File: config.mk
export PLATFORM = sky130hd
export DESIGN_NAME = adder4_seq_arbiter_flat
export DESIGN_NICKNAME = d
export VERILOG_FILES = /design/src/rtl/adder4_seq_arbiter_if.sv /design/src/rtl/adder4_seq_arbiter.sv /design/src/flat_wrapper.sv
export SDC_FILE = /design/constraint.sdc
export NUM_CORES = 1
export LEC_CHECK = 0
export CORE_ASPECT_RATIO = 1.75
export CORE_UTILIZATION = 44
export DETAILED_ROUTE_END_ITERATION = 10
export PLACE_DENSITY = 0.8
export RECOVER_POWER = 50
export SLEW_MARGIN = 20
export SYNTH_ARGS = -nofsm -noshare
export SYNTH_HDL_FRONTEND = slang
export SYNTH_SLANG_ARGS = --single-unit
File: constraint.sdc
create_clock -name clk -period 1.65 [get_ports clk]
set_input_delay 0.33 -clock clk [delete_from_list [all_inputs] [get_ports clk]]
set_output_delay 0.33 -clock clk [all_outputs]
set_load 0.01 [all_outputs]
File: src/rtl/adder4_seq_arbiter_if.sv
// Request/response bundle for the shared nibble-serial adder.
// Two requesters plus one result channel, all valid/ready.
interface adder4_seq_arbiter_if #(
    parameter int W = 16
);
    logic         req0_valid;
    logic         req0_ready;
    logic [W-1:0] req0_a;
    logic [W-1:0] req0_b;
    logic         req0_cin;
    logic         req1_valid;
    logic         req1_ready;
    logic [W-1:0] req1_a;
    logic [W-1:0] req1_b;
    logic         req1_cin;
    logic         rsp_valid;
    logic         rsp_ready;
    logic         rsp_id;
    logic [W-1:0] rsp_sum;
    logic         rsp_cout;

    modport master (
        output req0_valid, req0_a, req0_b, req0_cin,
        input  req0_ready,
        output req1_valid, req1_a, req1_b, req1_cin,
        input  req1_ready,
        input  rsp_valid, rsp_id, rsp_sum, rsp_cout,
        output rsp_ready
    );

    modport slave (
        input  req0_valid, req0_a, req0_b, req0_cin,
        output req0_ready,
        input  req1_valid, req1_a, req1_b, req1_cin,
        output req1_ready,
        output rsp_valid, rsp_id, rsp_sum, rsp_cout,
        input  rsp_ready
    );
endinterface

File: src/rtl/adder4_seq_arbiter.sv
// Round-robin share of one external 4-bit adder, sequenced
// nibble by nibble to build a 4*NIBBLES-bit add with carry chain.
module adder4_seq_arbiter #(
    parameter int NIBBLES = 4
) (
    input  logic                 clk,
    input  logic                 rst_n,
    adder4_seq_arbiter_if.slave  bus,
    output logic [3:0]           add_a,
    output logic [3:0]           add_b,
    output logic                 add_cin,
    input  logic [3:0]           add_sum,
    input  logic                 add_cout,
    output logic                 busy
);
    localparam int IW = $clog2(NIBBLES);

    typedef enum logic [1:0] {
        IDLE = 2'd0,
        RUN  = 2'd1,
        DONE = 2'd2
    } state_t;

    state_t state, state_nx;

    logic [NIBBLES-1:0][3:0] a_reg;
    logic [NIBBLES-1:0][3:0] b_reg;
    logic [NIBBLES-1:0][3:0] sum_reg;
    logic [IW-1:0]           idx;
    logic                    carry;
    logic                    last_grant;
    logic                    rsp_valid_q;
    logic                    rsp_id_q;
    logic                    rsp_cout_q;

    logic gnt0, gnt1, accept, last_nib, rsp_hs;

    // req1 wins only when req0 is idle or req0 was served last
    assign gnt1     = bus.req1_valid & (~bus.req0_valid | ~last_grant);
    assign gnt0     = bus.req0_valid & ~gnt1;
    assign accept   = (state == IDLE) & (gnt0 | gnt1);
    assign last_nib = (idx == IW'(NIBBLES - 1));
    assign rsp_hs   = rsp_valid_q & bus.rsp_ready;

    assign bus.req0_ready = (state == IDLE) & gnt0;
    assign bus.req1_ready = (state == IDLE) & gnt1;
    assign bus.rsp_valid  = rsp_valid_q;
    assign bus.rsp_id     = rsp_id_q;
    assign bus.rsp_sum    = sum_reg;
    assign bus.rsp_cout   = rsp_cout_q;

    always_ff @(posedge clk or negedge rst_n) begin
        if (!rst_n) state <= IDLE;
        else        state <= state_nx;
    end

    always_comb begin
        state_nx = IDLE;
        case (state)
            IDLE:    state_nx = accept ? RUN : IDLE;
            RUN:     state_nx = last_nib ? DONE : RUN;
            DONE:    state_nx = rsp_hs ? IDLE : DONE;
            default: state_nx = IDLE;
        endcase
    end

    always_comb begin
        add_a   = 4'h0;
        add_b   = 4'h0;
        add_cin = 1'b0;
        busy    = (state != IDLE);
        if (state == RUN) begin
            add_a   = a_reg[idx];
            add_b   = b_reg[idx];
            add_cin = carry;
        end
    end

    always_ff @(posedge clk or negedge rst_n) begin
        if (!rst_n) begin
            a_reg       <= '0;
            b_reg       <= '0;
            sum_reg     <= '0;
            idx         <= '0;
            carry       <= 1'b0;
            last_grant  <= 1'b1;
            rsp_valid_q <= 1'b0;
            rsp_id_q    <= 1'b0;
            rsp_cout_q  <= 1'b0;
        end else begin
            case (state)
                IDLE: begin
                    if (accept) begin
                        a_reg    <= gnt1 ? bus.req1_a : bus.req0_a;
                        b_reg    <= gnt1 ? bus.req1_b : bus.req0_b;
                        carry    <= gnt1 ? bus.req1_cin : bus.req0_cin;
                        rsp_id_q <= gnt1;
                        idx      <= '0;
                    end
                end
                RUN: begin
                    sum_reg[idx] <= add_sum;
                    carry        <= add_cout;
                    idx          <= idx + 1'b1;
                    if (last_nib) begin
                        idx         <= '0;
                        rsp_cout_q  <= add_cout;
                        rsp_valid_q <= 1'b1;
                    end
                end
                DONE: begin
                    if (rsp_hs) begin
                        rsp_valid_q <= 1'b0;
                        last_grant  <= rsp_id_q;
                    end
                end
                default: ;
            endcase
        end
    end
endmodule
File: src/flat_wrapper.sv
// flat-port wrapper written by rule: the top's interface ports become plain ports
module adder4_seq_arbiter_flat 
#(
    parameter int NIBBLES = 4
)
  (clk, rst_n, add_a, add_b, add_cin, add_sum, add_cout, busy, bus_req0_valid, bus_req0_a, bus_req0_b, bus_req0_cin, bus_req0_ready, bus_req1_valid, bus_req1_a, bus_req1_b, bus_req1_cin, bus_req1_ready, bus_rsp_valid, bus_rsp_id, bus_rsp_sum, bus_rsp_cout, bus_rsp_ready);
  adder4_seq_arbiter_if bus_i ();
  input  logic clk;
  input  logic rst_n;
  output logic [3:0] add_a;
  output logic [3:0] add_b;
  output logic add_cin;
  input  logic [3:0] add_sum;
  input  logic add_cout;
  output logic busy;
  input wire logic [$bits(bus_i.req0_valid)-1:0] bus_req0_valid;
  input wire logic [$bits(bus_i.req0_a)-1:0] bus_req0_a;
  input wire logic [$bits(bus_i.req0_b)-1:0] bus_req0_b;
  input wire logic [$bits(bus_i.req0_cin)-1:0] bus_req0_cin;
  output wire logic [$bits(bus_i.req0_ready)-1:0] bus_req0_ready;
  input wire logic [$bits(bus_i.req1_valid)-1:0] bus_req1_valid;
  input wire logic [$bits(bus_i.req1_a)-1:0] bus_req1_a;
  input wire logic [$bits(bus_i.req1_b)-1:0] bus_req1_b;
  input wire logic [$bits(bus_i.req1_cin)-1:0] bus_req1_cin;
  output wire logic [$bits(bus_i.req1_ready)-1:0] bus_req1_ready;
  output wire logic [$bits(bus_i.rsp_valid)-1:0] bus_rsp_valid;
  output wire logic [$bits(bus_i.rsp_id)-1:0] bus_rsp_id;
  output wire logic [$bits(bus_i.rsp_sum)-1:0] bus_rsp_sum;
  output wire logic [$bits(bus_i.rsp_cout)-1:0] bus_rsp_cout;
  input wire logic [$bits(bus_i.rsp_ready)-1:0] bus_rsp_ready;
  assign bus_i.req0_valid = bus_req0_valid;
  assign bus_i.req0_a = bus_req0_a;
  assign bus_i.req0_b = bus_req0_b;
  assign bus_i.req0_cin = bus_req0_cin;
  assign bus_req0_ready = bus_i.req0_ready;
  assign bus_i.req1_valid = bus_req1_valid;
  assign bus_i.req1_a = bus_req1_a;
  assign bus_i.req1_b = bus_req1_b;
  assign bus_i.req1_cin = bus_req1_cin;
  assign bus_req1_ready = bus_i.req1_ready;
  assign bus_rsp_valid = bus_i.rsp_valid;
  assign bus_rsp_id = bus_i.rsp_id;
  assign bus_rsp_sum = bus_i.rsp_sum;
  assign bus_rsp_cout = bus_i.rsp_cout;
  assign bus_i.rsp_ready = bus_rsp_ready;
  adder4_seq_arbiter #(.NIBBLES(NIBBLES)) u_core (.clk(clk), .rst_n(rst_n), .bus(bus_i), .add_a(add_a), .add_b(add_b), .add_cin(add_cin), .add_sum(add_sum), .add_cout(add_cout), .busy(busy));
endmodule
==> summary.md, run 1 <==
| Metric | Value |
|---|---|
| Outcome | `complete, but fails checks` |
| Violations in the final reports | `setup timing` |
| Clock Power Share | `13.5%` |
| Post-synthesis mux area share | `13.68%` |
| Final Hold Fails | `0` |
| Clk_skew | `0.008110 ns` |
| WS Path Type | `reg -> out` |
| First-pass GRT wire length | `13580 µm` |
| Sequential power share | `26.6%` |
| Die ar. | `6890 µm²` |
| Layout cells sized above 1 | `27.74%` |
| Hold_ws | `0.1489 ns` |
| Die span in x | `63.18 µm` |
| Design Area, Final | `4716 µm²` |
| Total number of yosys warnings | `0` |
| Hold crit path type | `in -> async` |
| Pwr per Cell Area | `2066 nW/µm²` |
| CP Data Arrival Time | `1.69 ns` |
| CTS tree | `yes` |
| Net Switching | `3.547 mW` |
| Relative slew slack | `6.666%` |
| Final setup violating endpoints | `25` |
| Layout area overhead | `63.66%` |
| Fmax | `493.9 MHz` |
| Slew @ Worst Pin | `1.400 ns` |
| Post-Syn Nets | `372` |
| Internal cell power | `6.194 mW` |
| First drt pass iteration count | `4` |
| Xor and xnor area share after synthesis | `0%` |
| Proportion of power drawn by combinational gates | `59.9%` |
| Clk_lat worst skew | `0.35 ns` |
| Critical Path RT | `1.32 ns` |
| Via density | `5.530` |
| Synth unique cells | `29` |
| Worst slack at placement | `-0.4210 ns` |
| Max Cap Viol | `0` |
| CTS H-tree lvls | `3` |
| Rows | `38` |
| Largest family of logic cells by synthesized area | `compound AO/OA/AOI/OAI gates` |
| Switching portion of total power | `36.42%` |
| Startpoint types | `register` |
| Sink Count | `57` |
| Syn Inst Count | `288` |
| Seq cells post-synth | `57` |
| Via count | `2815` |
| DR iter-0 viols | `167` |
| Post-synthesis compound-gate area fraction | `15.41%` |
| Final WL | `9359 µm` |
| Synth Area in Simple Gates | `13.16%` |
| Largest fanout on the critical path | `6` |
| Initial antenna violation count | `0` |
| Kind of end point of the critical path | `output port` |
| Synth Cell Area | `2882 µm²` |
| LEAKAGE | `2.078 nW` |
| DP Wirelength | `5672 µm` |
| Root buf cell | `clkbuf_8` |
| Register area share after synthesis | `49.54%` |
| Port Buffer Count | `106` |
| Final Wtd Congestion | `0.8063` |
| Total CTS buffers | `9` |
| CORE AREA | `6276 µm²` |
| Post-route DRC | `0` |
| Post-Place Cell Area | `4155 µm²` |
| Vias in the first global route | `2863` |
| Synth Area in Adders | `3.474%` |
| Worst-path clk slew | `0.07 ns` |
| Max clock buf depth | `2` |
| Ant diodes | `0` |
| Min cycle time layout | `2.025 ns` |
| Total power | `9.741 mW` |
| Largest net degree at the start of global routing | `34` |
| Final core utilization | `75.14%` |
| IO Pins | `107` |
| Worst IR Drop VDD | `0.9630 mV` |
| Grt total ovfl | `0` |
| Final #Nets | `508` |
| Period utilisation layout | `122.7%` |
| Initial core utilization | `45.91%` |
| Die Y | `109.1 µm` |
| Final ANT Viol Nets | `0` |
| GRT Total Usage | `26.34%` |
| RSZ-0062 raised after global routing | `yes` |
| Syn avg cell area | `10.01 µm²` |
| Final WS setup | `-0.3746 ns` |
| Wirelength per Cell | `18.39 µm` |
| Slew Limit Fails | `0` |
[stage by stage]
step | setup TNS (ns) | cells
5_1_grt | -5.114 | 509
3_5_place_dp | -10.44 | 483
6_report | -3.778 | 509
4_1_cts | -3.193 | 506
2_1_floorplan | 0 | 288
3_3_place_gp | -8.801 | 483
[critical path: stages, from the launching register on]
cell and delay [ns]:
dfrtp_1 0.38, buf_6 0.15, mux4_2 0.53, and2_4 0.17, buf_6 0.11
[synth_stat cells]
master / count / area share (%)
a21boi_4: 1 / 0.65
nand3_1: 2 / 0.35
mux2_2: 19 / 7.4
dfstp_2: 1 / 0.91
o2bb2ai_1: 1 / 0.30
and2_1: 9 / 2.0
mux4_2: 8 / 6.3
dfrtp_1: 56 / 49
a21bo_2: 1 / 0.35
a21o_1: 1 / 0.26
o31ai_1: 1 / 0.26
o21a_1: 1 / 0.26
a21oi_1: 66 / 11
nor3b_1: 1 / 0.26
o22ai_1: 1 / 0.22
o31a_1: 1 / 0.30
nor2_1: 35 / 4.6
inv_1: 5 / 0.65
buf_4: 7 / 1.8
a211oi_1: 2 / 0.52
o21ai_2: 1 / 0.30
nand2b_1: 1 / 0.22
nor2b_1: 1 / 0.22
o21ai_0: 3 / 0.52
ha_1: 8 / 3.5
clkbuf_1: 1 / 0.13
nand2_1: 43 / 5.6
buf_6: 1 / 0.39
buf_2: 10 / 1.7
[power by group through the flow]
stage,sequential (mW),combinational (mW),clock (mW)
floorplan,2.57,2.33,0
global placement,2.50,4.27,0
detailed placement,2.54,4.39,0
CTS,2.53,4.98,1.29
global route,2.66,6.20,1.39
finish,2.59,5.83,1.31
[placed cells by master, fill, tap and decap left out, types with 4 or more instances in the layout]
| cell type | count |
|---|---|
| clkdlybuf4s50_1 | 91 |
| a21oi_1 | 66 |
| dfrtp_1 | 56 |
| nand2_1 | 38 |
| nor2_1 | 33 |
| buf_6 | 21 |
| buf_4 | 21 |
| mux2_4 | 18 |
| clkbuf_8 | 10 |
| and2_4 | 9 |
| mux4_2 | 8 |
| ha_1 | 6 |
| nand2_8 | 4 |
| clkbuf_1 | 4 |
[per-layer routing]
layer	up-vias	global-route usage, %	wire length [µm]
met5	-	0	0
met1	1404	28.72	3224
met3	20	4.603	409
met2	131	46.77	5463
met4	0	16.72	262
li1	1260	-	-
[path summary, 6_finish.rpt]
kind,startpoint,end,slack (ns),cells after the start
max reg2reg,u_core.state[0],u_core.bus.rsp_sum[0],-0.11,8
min,rst_n,u_core.bus.rsp_cout,0.15,2
min reg2reg,u_core.bus.rsp_cout,u_core.bus.rsp_cout,0.51,1
max in group asynchronous,rst_n,u_core.b_reg[5],0.43,2
max,u_core.idx[0],add_a[3],-0.37,4
min in group clk,u_core.bus.rsp_cout,u_core.bus.rsp_cout,0.51,1
[cell type report]
type,instances,area [µm²]
well taps,80,100.1
clock buffers,13,148.9
flip-flops and latches,57,1428
repair buffers,144,1441
multi-input cells,207,1534
inverters,5,23.77
fillers,437,1560
clock inverters,3,40.04
[repair_timing]
item                                    in CTS  in global routing
hold buffers                                 0                  0
setup buffers                                6                  8
pin swaps                                   11                  3
gates cloned                                 1                  0
endpoints found under the setup margin      18                 30
gates resized for setup                     89                 50
[cells by family (layout without fill, tap and decap cells)]
logic type | after synthesis | count (layout)
AND/OR/NAND/NOR | 92 | 92
buffers and inverters | 24 | 165
AO/OA/AOI/OAI | 80 | 80
flip-flops | 57 | 57
adder cells (fa/ha/maj) | 8 | 8
multiplexers | 27 | 27
Power figures use the tool's default switching activity.
==> run 2, diff against run 1 <==
- CAP_MARGIN: not set -> 20
- SETUP_SLACK_MARGIN: not set -> 0.4
==> run 2 against run 1 <==
Compared with the run above:
- critical path depth increased by 1
- combinational power increased by 33%
- non-clock buffer count increased by 30
- via count increased by 12%
- the flow still finishes with violations (setup timing)
- clock skew increased by 0.010 ns
- critical endpoint is now add_a[2]
- count of clock-buffer cells in the layout decreased by 4
- power increased by 22%
- clock power increased by 15%
- routed wire length increased by 31%
- first-iteration DRC count increased by 43%
- flip-flop and latch count unchanged
==> summary.md, run 2 (synthesized netlist as in run 1, its figures left out) <==
| Metric | Value |
|---|---|
| Slew @ Worst Pin | `0.7475 ns (-0.6526 ns)` |
| Worst IR Drop VDD | `1.205 mV (+25%)` |
| Grt total ovfl | `0 (unchanged)` |
| Layout area overhead | `93.44%` |
| Critical Path Source | `u_core.idx[0]` |
| First-pass GRT wire length | `15640 µm (+15%)` |
| Multi-input logic area | `2052 µm² (+34%)` |
| CP Data Arrival Time | `1.77 ns (+0.08 ns)` |
| Min cycle time layout | `2.105 ns (+0.08019 ns)` |
| Total power | `11.92 mW (+22%)` |
| Period utilisation layout | `127.6% (+4.9 points)` |
| Worst reg-to-reg setup slack | `-0.18 ns (-0.07 ns)` |
| Startpoint types | `register` |
| Largest fanout on the critical path | `7 (+1)` |
| Post-route DRC | `0 (unchanged)` |
| Vias in the first global route | `3233 (+13%)` |
| Initial core utilization | `45.91% (unchanged)` |
| Via density | `5.806 (+5.0%)` |
| Die ar. | `6890 µm² (unchanged)` |
| LEAKAGE | `2.358 nW (+14%)` |
| Worst-path clk slew | `0.08 ns (about the same)` |
| Post-Place Cell Area | `4262 µm² (+2.6%)` |
| RSZ-0062 raised after global routing | `yes` |
| Outcome | `complete, but fails checks` |
| Total CTS buffers | `9 (unchanged)` |
| Final WS setup | `-0.4548 ns (-0.08019 ns)` |
| Worst reg2reg endpoint | `u_core.b_reg[12]` |
| Kind of end point of the critical path | `output port` |
| Leading cell type in the layout, fill and taps excluded | `clkdlybuf4s50_1` |
| Largest net degree at the start of global routing | `45 (+32%)` |
| Hold_ws | `0.5110 ns (+0.3621 ns)` |
| Clk_lat worst skew | `0.36 ns (about the same)` |
| Setup crit end | `add_a[2]` |
| Final WL | `12250 µm (+31%)` |
| Worst slack at placement | `-0.3804 ns (+0.04057 ns)` |
| Fmax | `475.1 MHz (-3.8%)` |
| Worst Reg-to-Reg Cells | `11 (+3)` |
| WS Path Type | `reg -> out` |
| CTS tree | `yes` |
| CTS H-tree lvls | `3 (unchanged)` |
| Final core utilization | `88.82% (+14 points)` |
| Violations in the final reports | `setup timing` |
| DP Wirelength | `5364 µm (-5.4%)` |
| Initial antenna violation count | `0 (unchanged)` |
| Slew Limit Fails | `0 (unchanged)` |
| Setup Total Neg Slack | `-8.221 ns (-4.443 ns)` |
| Die span in x | `63.18 µm (unchanged)` |
| Final ANT Viol Nets | `0 (unchanged)` |
| Wirelength per Cell | `22.61 µm (+23%)` |
| Commonest non-fill, non-tap cells in the layout | `clkdlybuf4s50_1 (74), dfrtp_1 (55), a21oi_2 (42)` |
| Final setup violating endpoints | `47 (+88%)` |
| Via count | `3147 (+12%)` |
| Rows | `38 (unchanged)` |
| Final Hold Fails | `0 (unchanged)` |
| Layout cells sized above 1 | `55.41% (+28 points)` |
| Ant diodes | `0 (unchanged)` |
| RR Startpoint | `u_core.state[1]` |
| Placed cell count | `480 (-0.62%)` |
| GRT Total Usage | `30.86% (+4.5 points)` |
| Die Y | `109.1 µm (unchanged)` |
| Max clock buf depth | `2 (unchanged)` |
| Hold crit path type | `reg -> reg` |
| IO Pins | `107 (unchanged)` |
| Clk_skew | `0.01809 ns (+0.009976 ns)` |
| CORE AREA | `6276 µm² (unchanged)` |
| Port Buffer Count | `106 (unchanged)` |
| Final Wtd Congestion | `0.8055 (about the same)` |
| DR iter-0 viols | `238 (+43%)` |
| Design Area, Final | `5574 µm² (+18%)` |
| HP Start | `u_core.bus.rsp_sum[12]` |
| Layout Cells excl Fill | `542 (+6.5%)` |
| First drt pass iteration count | `5 (+1)` |
| Critical Path RT | `1.32 ns (about the same)` |
| Max Cap Viol | `0 (unchanged)` |
| Relative slew slack | `50.17% (+44 points)` |
| Final #Nets | `541 (+6.5%)` |
| FF/Latch Area | `1429 µm² (about the same)` |
| Sink Count | `57 (unchanged)` |
| Pwr per Cell Area | `2138 nW/µm² (+3.5%)` |
| Layout fillers | `261 (-40%)` |
| Root buf cell | `clkbuf_8` |
## run 2: changes by cell type in the layout (fill, tap and decap cells not counted), moves of 6 or more
cell | before | now
a21oi_1 | 66 | 15
a21oi_2 | 0 | 42
buf_2 | 2 | 20
clkdlybuf4s50_1 | 91 | 74
buf_6 | 21 | 37
nor2_1 | 33 | 19
a21oi_4 | 0 | 9
nor2_2 | 1 | 9
buf_4 | 21 | 28
nor2_4 | 1 | 7
## run 2: layout make-up
| class | count | share of cell area, % |
|---|---|---|
| Tap cell | 80 | 1.796 |
| Inverter | 5 | 0.4714 |
| Timing Repair Buffer | 174 | 31.38 |
| Sequential cell | 57 | 25.63 |
| Clock inverter | 7 | 1.684 |
| Multi-Input combinational cell | 210 | 36.81 |
| Clock buffer | 9 | 2.222 |
## run 2: where the power goes
part / internal [mW] / total, mW / switching, mW
combinational: 4.26 / 7.74 / 3.47
clock: 0.849 / 1.50 / 0.651
sequential: 2.13 / 2.68 / 0.553
total: 7.24 / 11.9 / 4.68
## run 2: metal layers
layer	routed length [µm]	track usage, %	vias to the layer above
met4	709	27.60	0
li1	-	-	1332
met1	4321	32.46	1594
met2	6654	52.23	163
met3	567	5.544	58
met5	0	0	-
## run 2: timing repair
item / CTS / global route
setup endpoints to repair: 86 / 71
gates cloned: 7 / 1
setup buffers: 22 / 15
pin swaps: 33 / 21
hold buffers: 1 / 0
endpoints found under the hold margin: 12 / 0
gates resized for setup: 217 / 100
## run 2: worst min-delay path by stage
stage                                   endpoint  slack, ns  cells past startpoint
after detailed placement  u_core.bus.rsp_sum[13]       0.25                      1
after global placement      u_core.bus.rsp_valid       0.25                      1
final                     u_core.bus.rsp_sum[12]       0.51                      1
after CTS                        u_core.a_reg[4]       0.41                      2
after floorplan                  u_core.a_reg[0]       0.03                      0
after global routing       u_core.bus.rsp_sum[5]       0.53                      1
## run 2: worst max-delay path: stages, from the launching register on
cell and delay, ns:
dfrtp_1 0.39, buf_12 0.14, buf_6 0.10, mux4_2 0.51
and2_4 0.18, buf_6 0.11
